<file path="src/rtl/core_pkg.sv">
// Types and constants shared by the fetch unit and branch control.
package core_pkg;

   typedef enum logic [1:0] {
      S_REQ  = 2'd0,
      S_WAIT = 2'd1,
      S_HOLD = 2'd2
   } fetch_state_e;

   // pc_src_a: sequential flow vs. take the computed target
   localparam logic PC_SRC_A_SEQ    = 1'b0;
   localparam logic PC_SRC_A_TARGET = 1'b1;
   // pc_src_b: target base is the resolving PC or rs1
   localparam logic PC_SRC_B_PC     = 1'b0;
   localparam logic PC_SRC_B_RS1    = 1'b1;

   // Width of the count of killed responses still in flight
   localparam int KILL_W = 2;

endpackage

</file>
<file path="src/rtl/pc_target_calc.sv">
// Redirect target adder: base + imm, with bit 0 cleared for register-relative jumps.
module pc_target_calc
   import core_pkg::*;
#(
   parameter int XLEN = 32
) (
   input  logic            pc_src_b_i,
   input  logic [XLEN-1:0] ex_pc_i,
   input  logic [XLEN-1:0] rs1_i,
   input  logic [XLEN-1:0] imm_i,
   output logic [XLEN-1:0] target_o
);

   logic [XLEN-1:0] base;
   logic [XLEN-1:0] sum;

   always_comb begin
      base     = (pc_src_b_i == PC_SRC_B_RS1) ? rs1_i : ex_pc_i;
      sum      = base + imm_i;
      target_o = sum;
      if (pc_src_b_i == PC_SRC_B_RS1) target_o[0] = 1'b0;
   end

endmodule

</file>
<file path="src/rtl/pc_fetch.sv">
// Single-outstanding instruction fetch: PC register, request FSM and a one-entry
// output buffer to decode, with redirect and stale-response kill handling.
module pc_fetch
   import core_pkg::*;
#(
   parameter int              XLEN     = 32,
   parameter logic [XLEN-1:0] RESET_PC = '0
) (
   input  logic            clk,
   input  logic            rst_n,
   input  logic            redirect_valid,
   input  logic            pc_src_a,
   input  logic            pc_src_b,
   input  logic [XLEN-1:0] ex_pc,
   input  logic [XLEN-1:0] rs1,
   input  logic [XLEN-1:0] imm,
   output logic            imem_req,
   output logic [XLEN-1:0] imem_addr,
   input  logic            imem_gnt,
   input  logic            imem_rvalid,
   input  logic [31:0]     imem_rdata,
   output logic            if_valid,
   output logic [XLEN-1:0] if_pc,
   output logic [31:0]     if_instr,
   input  logic            if_ready
);

   fetch_state_e      state_q;
   logic [XLEN-1:0]   pc_q;
   logic [KILL_W-1:0] kill_q, kill_d;
   logic              if_valid_q;
   logic [XLEN-1:0]   if_pc_q;
   logic [31:0]       if_instr_q;

   logic              redir;
   logic [XLEN-1:0]   target;
   logic              live_rvalid;
   logic              kill_inc;
   logic              kill_dec;

   pc_target_calc #(.XLEN(XLEN)) u_target (
      .pc_src_b_i (pc_src_b),
      .ex_pc_i    (ex_pc),
      .rs1_i      (rs1),
      .imm_i      (imm),
      .target_o   (target)
   );

   assign redir       = redirect_valid & (pc_src_a == PC_SRC_A_TARGET);
   assign live_rvalid = imem_rvalid & (kill_q == '0);

   // Responses owed to abandoned requests are counted, not just flagged, so a
   // grant-plus-redirect in S_REQ followed by another redirect still drops both.
   always_comb begin
      kill_inc = redir & (((state_q == S_REQ) & imem_gnt) |
                          ((state_q == S_WAIT) & ~live_rvalid));
      kill_dec = imem_rvalid & (kill_q != '0);
      kill_d   = kill_q + {{(KILL_W-1){1'b0}}, kill_inc} - {{(KILL_W-1){1'b0}}, kill_dec};
   end

   always_ff @(posedge clk or negedge rst_n) begin
      if (!rst_n) begin
         state_q    <= S_REQ;
         pc_q       <= RESET_PC;
         kill_q     <= '0;
         if_valid_q <= 1'b0;
         if_pc_q    <= '0;
         if_instr_q <= '0;
      end else begin
         kill_q <= kill_d;
         case (state_q)
            S_REQ: begin
               if (redir)         pc_q    <= target;
               else if (imem_gnt) state_q <= S_WAIT;
            end
            S_WAIT: begin
               if (redir) begin
                  pc_q    <= target;
                  state_q <= S_REQ;
               end else if (live_rvalid) begin
                  if_valid_q <= 1'b1;
                  if_pc_q    <= pc_q;
                  if_instr_q <= imem_rdata;
                  state_q    <= S_HOLD;
               end
            end
            S_HOLD: begin
               if (redir) begin
                  pc_q       <= target;
                  if_valid_q <= 1'b0;
                  state_q    <= S_REQ;
               end else if (if_ready) begin
                  pc_q       <= pc_q + XLEN'(4);
                  if_valid_q <= 1'b0;
                  state_q    <= S_REQ;
               end
            end
            default: state_q <= S_REQ;
         endcase
      end
   end

   assign imem_req  = (state_q == S_REQ);
   assign imem_addr = pc_q;
   assign if_valid  = if_valid_q;
   assign if_pc     = if_pc_q;
   assign if_instr  = if_instr_q;

endmodule
</file>
<file path="config.mk">
export PLATFORM = sky130hd
export DESIGN_NAME = pc_fetch
export DESIGN_NICKNAME = d
export VERILOG_FILES = /design/src/rtl/core_pkg.sv /design/src/rtl/pc_target_calc.sv /design/src/rtl/pc_fetch.sv
export SDC_FILE = /design/constraint.sdc
export NUM_CORES = 1
export LEC_CHECK = 0
export BUFFER_PORTS_ARGS = -buffer_cell sky130_fd_sc_hd__buf_2
export CELL_PAD_IN_SITES_DETAIL_PLACEMENT = 1
export CELL_PAD_IN_SITES_GLOBAL_PLACEMENT = 1
export CORE_MARGIN = 2
export CORE_UTILIZATION = 35
export CTS_CLUSTER_SIZE = 30
export DETAILED_ROUTE_END_ITERATION = 8
export PLACE_DENSITY = 0.8
export SLEW_MARGIN = 20
export SYNTH_ARGS = -nofsm -noshare
export SYNTH_HDL_FRONTEND = slang
export SYNTH_HIERARCHICAL = 1
export SYNTH_SLANG_ARGS = --single-unit
</file>
<file path="constraint.sdc">
create_clock -name clk -period 1.9 [get_ports clk]
set_input_delay 0.285 -clock clk [delete_from_list [all_inputs] [get_ports clk]]
set_output_delay 0.285 -clock clk [all_outputs]
set_load 0.05 [all_outputs]
</file>
==> results of run 1 <==
state kept, by name (all words and copies together) (netlist names):
name       cells
if_valid       1
kill_q         2
if_pc         32
state_q        2
if_instr      32
imem_addr     32
power groups by stage:
stage | Sequential, µW | Clock [µW] | Combinational, µW
5_1_grt | 4040 | 1890 | 10200
6_report | 3880 | 1760 | 9770
4_1_cts | 3860 | 1810 | 9270
3_3_place_gp | 3790 | 0 | 8750
3_5_place_dp | 3890 | 0 | 8970
2_1_floorplan | 7320 | 0 | 2500
worst max-delay path by stage:
stage,depth (start not counted),endpoint
floorplan,15,imem_addr[26]$_DFFE_PN0P_
global placement,16,imem_addr[26]$_DFFE_PN0P_
detailed placement,16,imem_addr[26]$_DFFE_PN0P_
CTS,16,imem_addr[26]$_DFFE_PN0P_
global route,16,imem_addr[26]$_DFFE_PN0P_
finish,16,imem_addr[31]$_DFFE_PN0P_
kinds of logic (layout without fill, tap and decap cells):
kind of cell	count (synthesis)	after routing	share of synthesized area (%)
mux	102	102	16.4
compound gates	183	183	18.7
buf+inv	56	443	3.35
flops	101	101	36.2
fa+ha+maj	35	35	6.37
simple gates	200	200	15.6
xor+xnor	28	28	3.51
area by class of cell:
class / instances / area (µm²) / share of cell area (%)
clock buffer: 11 / 243 / 2.24
timing repair buffer: 412 / 2770 / 25.6
clock inverter: 5 / 35.0 / 0.324
inverter: 15 / 56.3 / 0.521
sequential: 101 / 2530 / 23.4
multi-input combinational: 548 / 4850 / 44.8
tap: 265 / 332 / 3.07
layer usage:
layer	track usage (%)	vias to the layer above	wire [µm]
met5	0	-	0
met4	7.75	0	804
met3	4.50	61	1620
met2	41.0	326	14300
met1	30.1	3729	11400
li1	-	3433	-
synth_stat cells (3+ instances only):
library cell  number  area (µm²)
buf_2             13        65.1
a22oi_1            5        37.5
nor2_1            34         128
nand4b_1           3        26.3
nor2b_1            4        25.0
ha_1              34         425
a21o_1            14         105
dfrtp_1          101        2530
or4_1              4        30.0
o22ai_1            4        25.0
nand2_1           36         135
mux2_2            98        1100
a31oi_1            4        25.0
nand3_1           28         140
o311ai_0           6        52.6
o211ai_1           8        60.1
nand2b_1           6        37.5
a211oi_1          13        97.6
inv_1             15        56.3
and3_1             6        37.5
nor3_1            13        65.1
and4_1             4        35.0
nand4_1           26         163
or3_1              9        56.3
mux2i_1            4        40.0
o21a_1             3        22.5
and2_1             5        31.3
xor2_1            12         105
a2bb2oi_1          7        61.3
o21ai_0           30         150
xnor2_1           16         140
a21oi_1           54         270
a211o_1            4        35.0
clkbuf_1          27         101
nor4_1             7        43.8
worst reg2reg max path: stages (launching register included):
cell and delay [ns]:
dfrtp_1 0.40, and4bb_2 0.25, or4_4 0.55, ha_4 0.28, inv_2 0.04, ha_4 0.16
xnor2_2 0.13, xnor2_1 0.12
what timing repair did:
action	4_1_cts	5_1_grt
buffers inserted	16	16
hold endpoints to repair	24	0
hold buffers	1	0
resized for setup	65	56
pin swaps	61	60
gates cloned	0	7
setup endpoints to repair	28	83
through the flow:
| step | area, µm² | cells | setup TNS, ns |
|---|---|---|---|
| 6_report | 10800 | 1357 | -20.86 |
| 3_5_place_dp | 9620 | 1311 | -30.32 |
| 3_3_place_gp | 9620 | 1311 | -27.96 |
| 5_1_grt | 10800 | 1357 | -26.37 |
| 2_1_floorplan | 7130 | 705 | -20.85 |
| 4_1_cts | 10300 | 1340 | -17.62 |
==> results.yml, run 1 <==
pwr:
  internal_power_uw: 7410
  seqPwrFrac_pct: 25.2
  power.share.clock_pct: 11.4
  static-leakage-power_uw: 0.00497
  total_power_uw: 15400
  power_dissipated_by_switching_net_loads_uw: 8000
  worst_ir_drop_vdd_uv: 636
  power.density_nw_per_um2: 1420
  comb_power_share_pct: 63.4
  switching_share_pct: 51.9
global_routing:
  grt_remaining_overflow: 0
  grt_pass1_vias: 8101
  first_pass_grt_wire_length_um: 41400
  grt_usage_pct: 23.8
  antenna_found_initial: 0
  grt_start_max_net_pins: 52
yosys:
  netlist_area_um2: 6990
  synth.yosys.seq_area_share_pct: 36.2
  mappedNetlistNets: 876
  synth-async-reset-ratio_pct: 100
  ys_warn_count: 6
  number_of_flops_mapped_to_enable_cells_by_yosys: 0
  netlist-cell-type-count: 75
  post_synth.cell_area_avg_um2: 9.92
  synth_cells: 705
  synth-seq-cells: 101
  synth_top_flop_cell: "dfrtp_1"
placement:
  gp_congestion: 0.899
  dp.final_hpwl_um: 19300
  dpl_worst_slack_ns: -1.42
  port-buffer-count: 233
routing:
  routed_wirelength_um: 28100
  route.antenna.remaining_nets: 0
  wl_per_cell_um: 20.7
  drt_iter0_drc: 348
  drt_drc_violations_left: 0
  detail_route.first_pass.iterations: 5
  drt-vias-per-instance: 5.56
  route.vias.total: 7549
cts:
  clk_path_buf_depth: 2
  clock-root-buffer: "clkbuf_16"
  clkTransAtPathRegs_ns: 0.07
  worst_skew_pair.late_latency_ns: 0.35
  tritoncts_clock_tree: "yes"
  tritoncts.num_buffers: 9
  cts_max_level: 3
  clock-sinks: 101
timing:
  worstMarginPinSlew_ns: 0.470
  relSlewSlack_pct: 68.4
  setup_violating_endpoint_count_in_the_final_report: 48
  final.setup_skew_ns: 0.00983
  final_ws_setup_ns: -1.06
  highest_achievable_clock_rate_mhz: 338
  post-route-period-util_pct: 156
  fin_hold_ws_ns: 0.166
  finalHoldViolCount: 0
  finalCriticalPeriod_ns: 2.96
  final-max-slew-violation-count: 0
  rsz_0062_raised_after_global_routing: "true"
min_path:
  hold_path_startpoint: "imem_rdata[4]"
  holdPathEnd: "if_instr[4]$_DFFE_PN0P_"
  worstHoldPathCells: 2
  hold_path_class: "input pin to flip-flop"
layout:
  syn2layout_area_growth_pct: 54.7
  finish.utilization_pct: 55.4
  design.final.nets: 1258
  layout.cells.most_common: "buf_2"
  commonest_non_fill_non_tap_cells_in_the_layout: "buf_2 (230), buf_4 (151), dfrtp_1 (100)"
  antennaDiodeCount: 0
  final.fill_count: 2258
  proportion_of_layout_cells_with_a_drive_suffix_above_1_pct: 57.9
worst_setup_path:
  crit_family: "compound AO/OA/AOI/OAI gates"
  critical_path_arrival_ns: 3.17
  rr_endpoint: "kill_q[1]$_DFF_PN0_"
  timing.setup.critical_path_class: "input pin to flip-flop"
  timing.critical_path.buf_inv: 4
  worstPathCellList: "buf_8 -> buf_12 -> buf_4 -> mux2_4 -> ha_4 -> o211ai_4 -> o21bai_4 -> o211ai_4 -> a211o_4 -> a22o_4 -> a31oi_4 -> o211ai_1 -> inv_1 -> a211oi_2 -> a221oi_2 -> nand3_1"
  crit_path_end_kind: "flip-flop"
  crit_path_most_repeated_cell: "o211ai_4"
  worstSetupStartpointType: "input pin"
  critPathSlowestCell: "a211o_4"
  startpoint: "pc_src_b"
  regToRegStartpoint: "state_q[0]$_DFFE_PN0P_"
  reg2reg_path_depth: 7
  worstPathRequired_ns: 2.11
  cpPeakStageDelay_ns: 0.38
  timing.reg2reg.setup_slack_ns: -0.14
  crit_path_max_fanout: 6
outcome:
  status: "finished with violations"
  failed_checks: "setup timing"
floorplanning:
  die_ar_um2: 21100
  fp.dieH_um: 145
  core.rowCount: 51
  die_width_um: 145
  floorplan.core_area_um2: 19500
  io_pins: 234
  starting_density_of_the_core_pct: 35.8
job:
  cap_viol_max_count: 0
Power figures use the tool's default switching activity.
==> run 2: changes to the inputs <==
--- a/constraint.sdc
+++ b/constraint.sdc
@@ -3,2 +3,2 @@
 set_output_delay 0.285 -clock clk [all_outputs]
-set_load 0.05 [all_outputs]
+set_load 0.005 [all_outputs]
==> results.yml, run 2 (same netlist as run 1, synthesis figures left out) <==
outcome:
  status: "finished with violations"
  failed_checks: "setup timing"
layout:
  syn2layout_area_growth_pct: 55.9
  layout.cell_area.non_filler_um2: 10900
  proportion_of_layout_cells_with_a_drive_suffix_above_1_pct: 57.9
  layoutNonFillerInstCount: 1352
  layout.cells.most_common: "buf_2"
  commonest_non_fill_non_tap_cells_in_the_layout: "buf_2 (231), buf_4 (146), dfrtp_1 (101)"
  design.final.nets: 1252
placement:
  placed_cells_incl_taps: 1306
  dp.final_hpwl_um: 19500
  gp_congestion: 0.903
  postPlaceCellArea_um2: 9570
  port-buffer-count: 233
cts:
  clock-root-buffer: "clkbuf_16"
  cts_max_level: 3
  clock-sinks: 101
  tritoncts.num_buffers: 9
  tritoncts_clock_tree: "yes"
  clkTransAtPathRegs_ns: 0.07
  worst_skew_pair.late_latency_ns: 0.35
  clk_path_buf_depth: 2
pwr:
  worst_ir_drop_vdd_uv: 499
  switching_share_pct: 38.1
  power.density_nw_per_um2: 1110
  seqPwrFrac_pct: 31.9
  static-leakage-power_uw: 0.00497
  power.share.clock_pct: 15.8
  internal_power_uw: 7480
  total_power_uw: 12100
  power_dissipated_by_switching_net_loads_uw: 4590
  comb_power_share_pct: 52.3
global_routing:
  grt_start_max_net_pins: 46
  antenna_found_initial: 1
  first_pass_grt_wire_length_um: 42500
  grt_pass1_vias: 7928
  grt_usage_pct: 24.5
  grt_remaining_overflow: 0
timing:
  final-max-slew-violation-count: 0
  finalCriticalPeriod_ns: 3.03
  highest_achievable_clock_rate_mhz: 330
  relSlewSlack_pct: 55.5
  final.setup_skew_ns: 0.0103
  rsz_0062_raised_after_global_routing: "true"
  setup_tns_ns: -20.93
  fin_hold_ws_ns: 0.170
  final_ws_setup_ns: -1.13
  setup_violating_endpoint_count_in_the_final_report: 28
  finalHoldViolCount: 0
  post-route-period-util_pct: 159
  worstMarginPinSlew_ns: 0.667
routing:
  detail_route.first_pass.iterations: 5
  routed_wirelength_um: 29800
  route.vias.total: 7713
  wl_per_cell_um: 22.1
  drt_iter0_drc: 349
  drt-vias-per-instance: 5.70
  drt_drc_violations_left: 0
  route.antenna.remaining_nets: 0
worst_setup_path:
  crit_path_max_fanout: 5
  timing.setup.critical_path_class: "input pin to flip-flop"
  timing.reg2reg.setup_slack_ns: -0.12
  worstPathRequired_ns: 2.15
  critical_path_arrival_ns: 3.28
  crit_path_end_kind: "flip-flop"
  worstSetupStartpointType: "input pin"
min_path:
  hold_path_class: "input pin to flip-flop"
job:
  cap_viol_max_count: 0
floorplanning:
  io_pins: 234
  floorplan.core_area_um2: 19500
  starting_density_of_the_core_pct: 35.8
  core.rowCount: 51
  die_width_um: 145
  die_ar_um2: 21100
  fp.dieH_um: 145
run 2: cell types whose count changed in the layout (fill, tap and decap cells not counted), moves of 3 or more:
cell and delta:
buf_4 -5, a21oi_2 -4, o21ai_0 +3, o21ai_1 -4, ha_4 +6, mux2_2 -6
nand2_1 -3, mux2_4 +6, ha_1 -8
run 2: critical path, stage by stage:
cell	delay, ns
buf_12	0.12
buf_4	0.14
mux2_4	0.32
ha_4	0.18
a211oi_2	0.32
buf_4	0.19
o21bai_4	0.09
o211ai_4	0.25
a211o_1	0.27
buf_6	0.14
a21oi_2	0.05
nor2_1	0.17
xnor2_1	0.18
a21oi_1	0.10
a41o_1	0.23
a211oi_1	0.22
run 2: layer usage:
layer / vias to the layer above / global-route usage (%) / share of wire [%]
li1: 3430 / - / -
met2: 366 / 43.2 / 50
met3: 84 / 3.87 / 5.6
met5: - / 0 / 0
met4: 0 / 8.58 / 3.7
met1: 3833 / 30.6 / 41
run 2: repair_timing:
| item | 4_1_cts | 5_1_grt |
|---|---|---|
| hold buffers | 1 | 0 |
| setup buffers | 11 | 21 |
| hold endpoints to repair | 42 | 0 |
| gates cloned | 1 | 3 |
| resized for setup | 76 | 58 |
| pin swaps | 61 | 57 |
| setup endpoints to repair | 29 | 93 |
run 2: final timing paths:
path	from	to	cells past startpoint
hold reg to reg	if_instr[10]$_DFFE_PN0P_	if_instr[10]$_DFFE_PN0P_	1
setup reg to reg	state_q[0]$_DFFE_PN0P_	kill_q[1]$_DFF_PN0_	7
hold / removal	imem_rdata[12]	if_instr[12]$_DFFE_PN0P_	2
max in group asynchronous	rst_n	if_instr[31]$_DFFE_PN0P_	3
min in group asynchronous	rst_n	if_pc[1]$_DFFE_PN0P_	2
setup / recovery	pc_src_b	imem_addr[19]$_DFFE_PN0P_	16
run 2: final cells by class:
cell class / instances / area [µm²]
Antenna cell: 1 / 2.50
Clock buffer: 11 / 243
Clock inverter: 5 / 63.8
Fill cell: 2198 / 8630
Inverter: 15 / 56.3
Multi-Input combinational cell: 548 / 4950
Sequential cell: 101 / 2530
Tap cell: 265 / 332
Timing Repair Buffer: 406 / 2720
run 2: power by group through the flow:
| stage | Sequential, µW | Combinational [µW] | Clock (µW) |
|---|---|---|---|
| 6_report | 3850 | 6320 | 1900 |
| 5_1_grt | 4010 | 6790 | 2030 |
| 4_1_cts | 3850 | 5770 | 1960 |
| 3_5_place_dp | 3890 | 5470 | 0 |
| 3_3_place_gp | 3790 | 5240 | 0 |
| 2_1_floorplan | 3980 | 2470 | 0 |
run 2: through the flow:
step           worst slack (ns)  utilization, %
2_1_floorplan             -1.10               -
3_3_place_gp              -1.40            49.0
6_report                  -1.13            55.8
5_1_grt                   -1.18            55.8
4_1_cts                  -0.875            53.3
3_5_place_dp              -1.55            49.0
==> run 3: changes to the inputs <==
- HOLD_SLACK_MARGIN: not set -> 0.06
- PLACE_DENSITY: 0.8 -> 0.9
==> results.yml, run 3 (same netlist as run 1, synthesis figures left out) <==
layout:
  final.fill_count: 2214
  multi_input_area_um2: 4910
  layoutNonFillerInstCount: 1359
  layout.cells.most_common: "buf_2"
  antennaDiodeCount: 0
  syn2layout_area_growth_pct: 55.1
  design.final.nets: 1260
  layout.cell_area.non_filler_um2: 10800
  proportion_of_layout_cells_with_a_drive_suffix_above_1_pct: 58.5
  commonest_non_fill_non_tap_cells_in_the_layout: "buf_2 (231), buf_4 (158), dfrtp_1 (101)"
  seq_area_um2: 2530
  finish.utilization_pct: 55.5
routing:
  wl_per_cell_um: 22.4
  drt_drc_violations_left: 0
  drt-vias-per-instance: 5.87
  route.antenna.remaining_nets: 0
  route.vias.total: 7974
  detail_route.first_pass.iterations: 5
  routed_wirelength_um: 30500
  drt_iter0_drc: 449
global_routing:
  grt_start_max_net_pins: 51
  grt_remaining_overflow: 0
  antenna_found_initial: 0
  grt_usage_pct: 25.7
  first_pass_grt_wire_length_um: 44400
  grt_pass1_vias: 8248
timing:
  finalHoldViolCount: 0
  post-route-period-util_pct: 163
  worstMarginPinSlew_ns: 0.587
  final.setup_skew_ns: 0.00921
  final_ws_setup_ns: -1.20
  setup_violating_endpoint_count_in_the_final_report: 28
  finalCriticalPeriod_ns: 3.10
  highest_achievable_clock_rate_mhz: 322
  final-max-slew-violation-count: 0
  fin_hold_ws_ns: 0.176
  rsz_0062_raised_after_global_routing: "true"
  relSlewSlack_pct: 60.4
outcome:
  status: "finished with violations"
  failed_checks: "setup timing"
placement:
  postPlaceCellArea_um2: 9600
  port-buffer-count: 233
  placed_cells_incl_taps: 1314
  dpl_worst_slack_ns: -1.51
  gp_congestion: 0.934
  dp.final_hpwl_um: 19700
worst_setup_path:
  rr_endpoint: "imem_addr[15]$_DFFE_PN0P_"
  crit_path_end_kind: "flip-flop"
  reg2reg_path_depth: 5
  worstPathRequired_ns: 2.16
  timing.critical_path.buf_inv: 4
  timing.reg2reg.setup_slack_ns: -0.10
  crit_family: "compound AO/OA/AOI/OAI gates"
  worstSetupStartpointType: "input pin"
  cpPeakStageDelay_ns: 0.35
  crit_path_most_repeated_cell: "buf_6"
  critical_path_arrival_ns: 3.37
  critPathSlowestCell: "fa_2"
  crit_path_max_fanout: 4
  timing.setup.critical_path_class: "input pin to flip-flop"
  worstPathCellList: "buf_12 -> mux2_4 -> ha_4 -> fa_2 -> a21o_1 -> a221oi_4 -> o21ai_2 -> buf_6 -> buf_6 -> a21oi_4 -> buf_6 -> or3_1 -> o211ai_1 -> xor2_1 -> nand3_1 -> nand4_1"
  regToRegStartpoint: "state_q[0]$_DFFE_PN0P_"
floorplanning:
  core.rowCount: 51
  die_width_um: 145
  io_pins: 234
  starting_density_of_the_core_pct: 35.8
  die_ar_um2: 21100
  floorplan.core_area_um2: 19500
  fp.dieH_um: 145
cts:
  clock-root-buffer: "clkbuf_16"
  clkTransAtPathRegs_ns: 0.07
  clock-sinks: 101
  worst_skew_pair.late_latency_ns: 0.34
  tritoncts.num_buffers: 9
  cts_max_level: 3
  clk_path_buf_depth: 2
  tritoncts_clock_tree: "yes"
min_path:
  worstHoldPathCells: 2
  holdPathEnd: "if_instr[0]$_DFFE_PN0P_"
  hold_path_class: "input pin to flip-flop"
  hold_path_startpoint: "imem_rdata[0]"
job:
  cap_viol_max_count: 0
pwr:
  worst_ir_drop_vdd_uv: 475
  static-leakage-power_uw: 0.00497
  power.density_nw_per_um2: 1130
run 3: final cells by class:
cell class	instances	area share, %
inverters	15	0.519
multi-input cells	548	45.3
clock inverters	5	0.773
well taps	265	3.06
clock buffers	11	2.24
repair buffers	414	24.8
flip-flops and latches	101	23.3
run 3: worst max path at each step:
stage          startpoint                         to  slack [ns]  cells past startpoint
6_report         pc_src_b  imem_addr[18]$_DFFE_PN0P_       -1.20                     16
2_1_floorplan    pc_src_b  imem_addr[26]$_DFFE_PN0P_       -1.10                     15
3_5_place_dp     pc_src_b  imem_addr[26]$_DFFE_PN0P_       -1.51                     15
3_3_place_gp     pc_src_b  imem_addr[27]$_DFFE_PN0P_       -1.27                     15
5_1_grt          pc_src_b  imem_addr[18]$_DFFE_PN0P_       -1.18                     16
4_1_cts          pc_src_b  imem_addr[30]$_DFFE_PN0P_       -0.91                     14
run 3: per-stage QoR:
stage | total power, µW | setup TNS [ns]
floorplan | 6460 | -20.76
global placement | 9050 | -27.64
detailed placement | 9420 | -32.06
CTS | 11800 | -16.01
global route | 12900 | -23.88
finish | 12200 | -20.77
run 3: timing repair:
action                                  4_1_cts  5_1_grt
endpoints found under the hold margin        16        0
pin swaps                                    64       40
gates resized for setup                      93       47
buffers inserted                             16       13
hold buffers                                  1        0
gates cloned                                  0        2
endpoints found under the setup margin       29       81
run 3: worst reg2reg max path, delay by kind of cell (launching register included):
family	cells	cell delay (ns)
AOI/OAI and AO/OA	1	0.57
buffers and inverters	1	0.19
DFF	1	0.39
and+or+nand+nor	3	0.69
run 3: report_power, final:
group	switching (µW)	internal [µW]	leakage (µW)	total [µW]
logic	3120	3230	0.00361	6350
clock network	795	1190	0.000152	1990
registers	731	3150	0.00121	3890
total	4650	7580	0.00497	12200
run 3: routing by layer:
layer | track usage [%] | share of wire, % | up-vias
li1 | - | - | 3431
met1 | 32.9 | 40 | 3900
met5 | 0 | 0 | -
met3 | 3.49 | 7.2 | 129
met4 | 9.66 | 4.5 | 0
met2 | 44.4 | 48 | 514
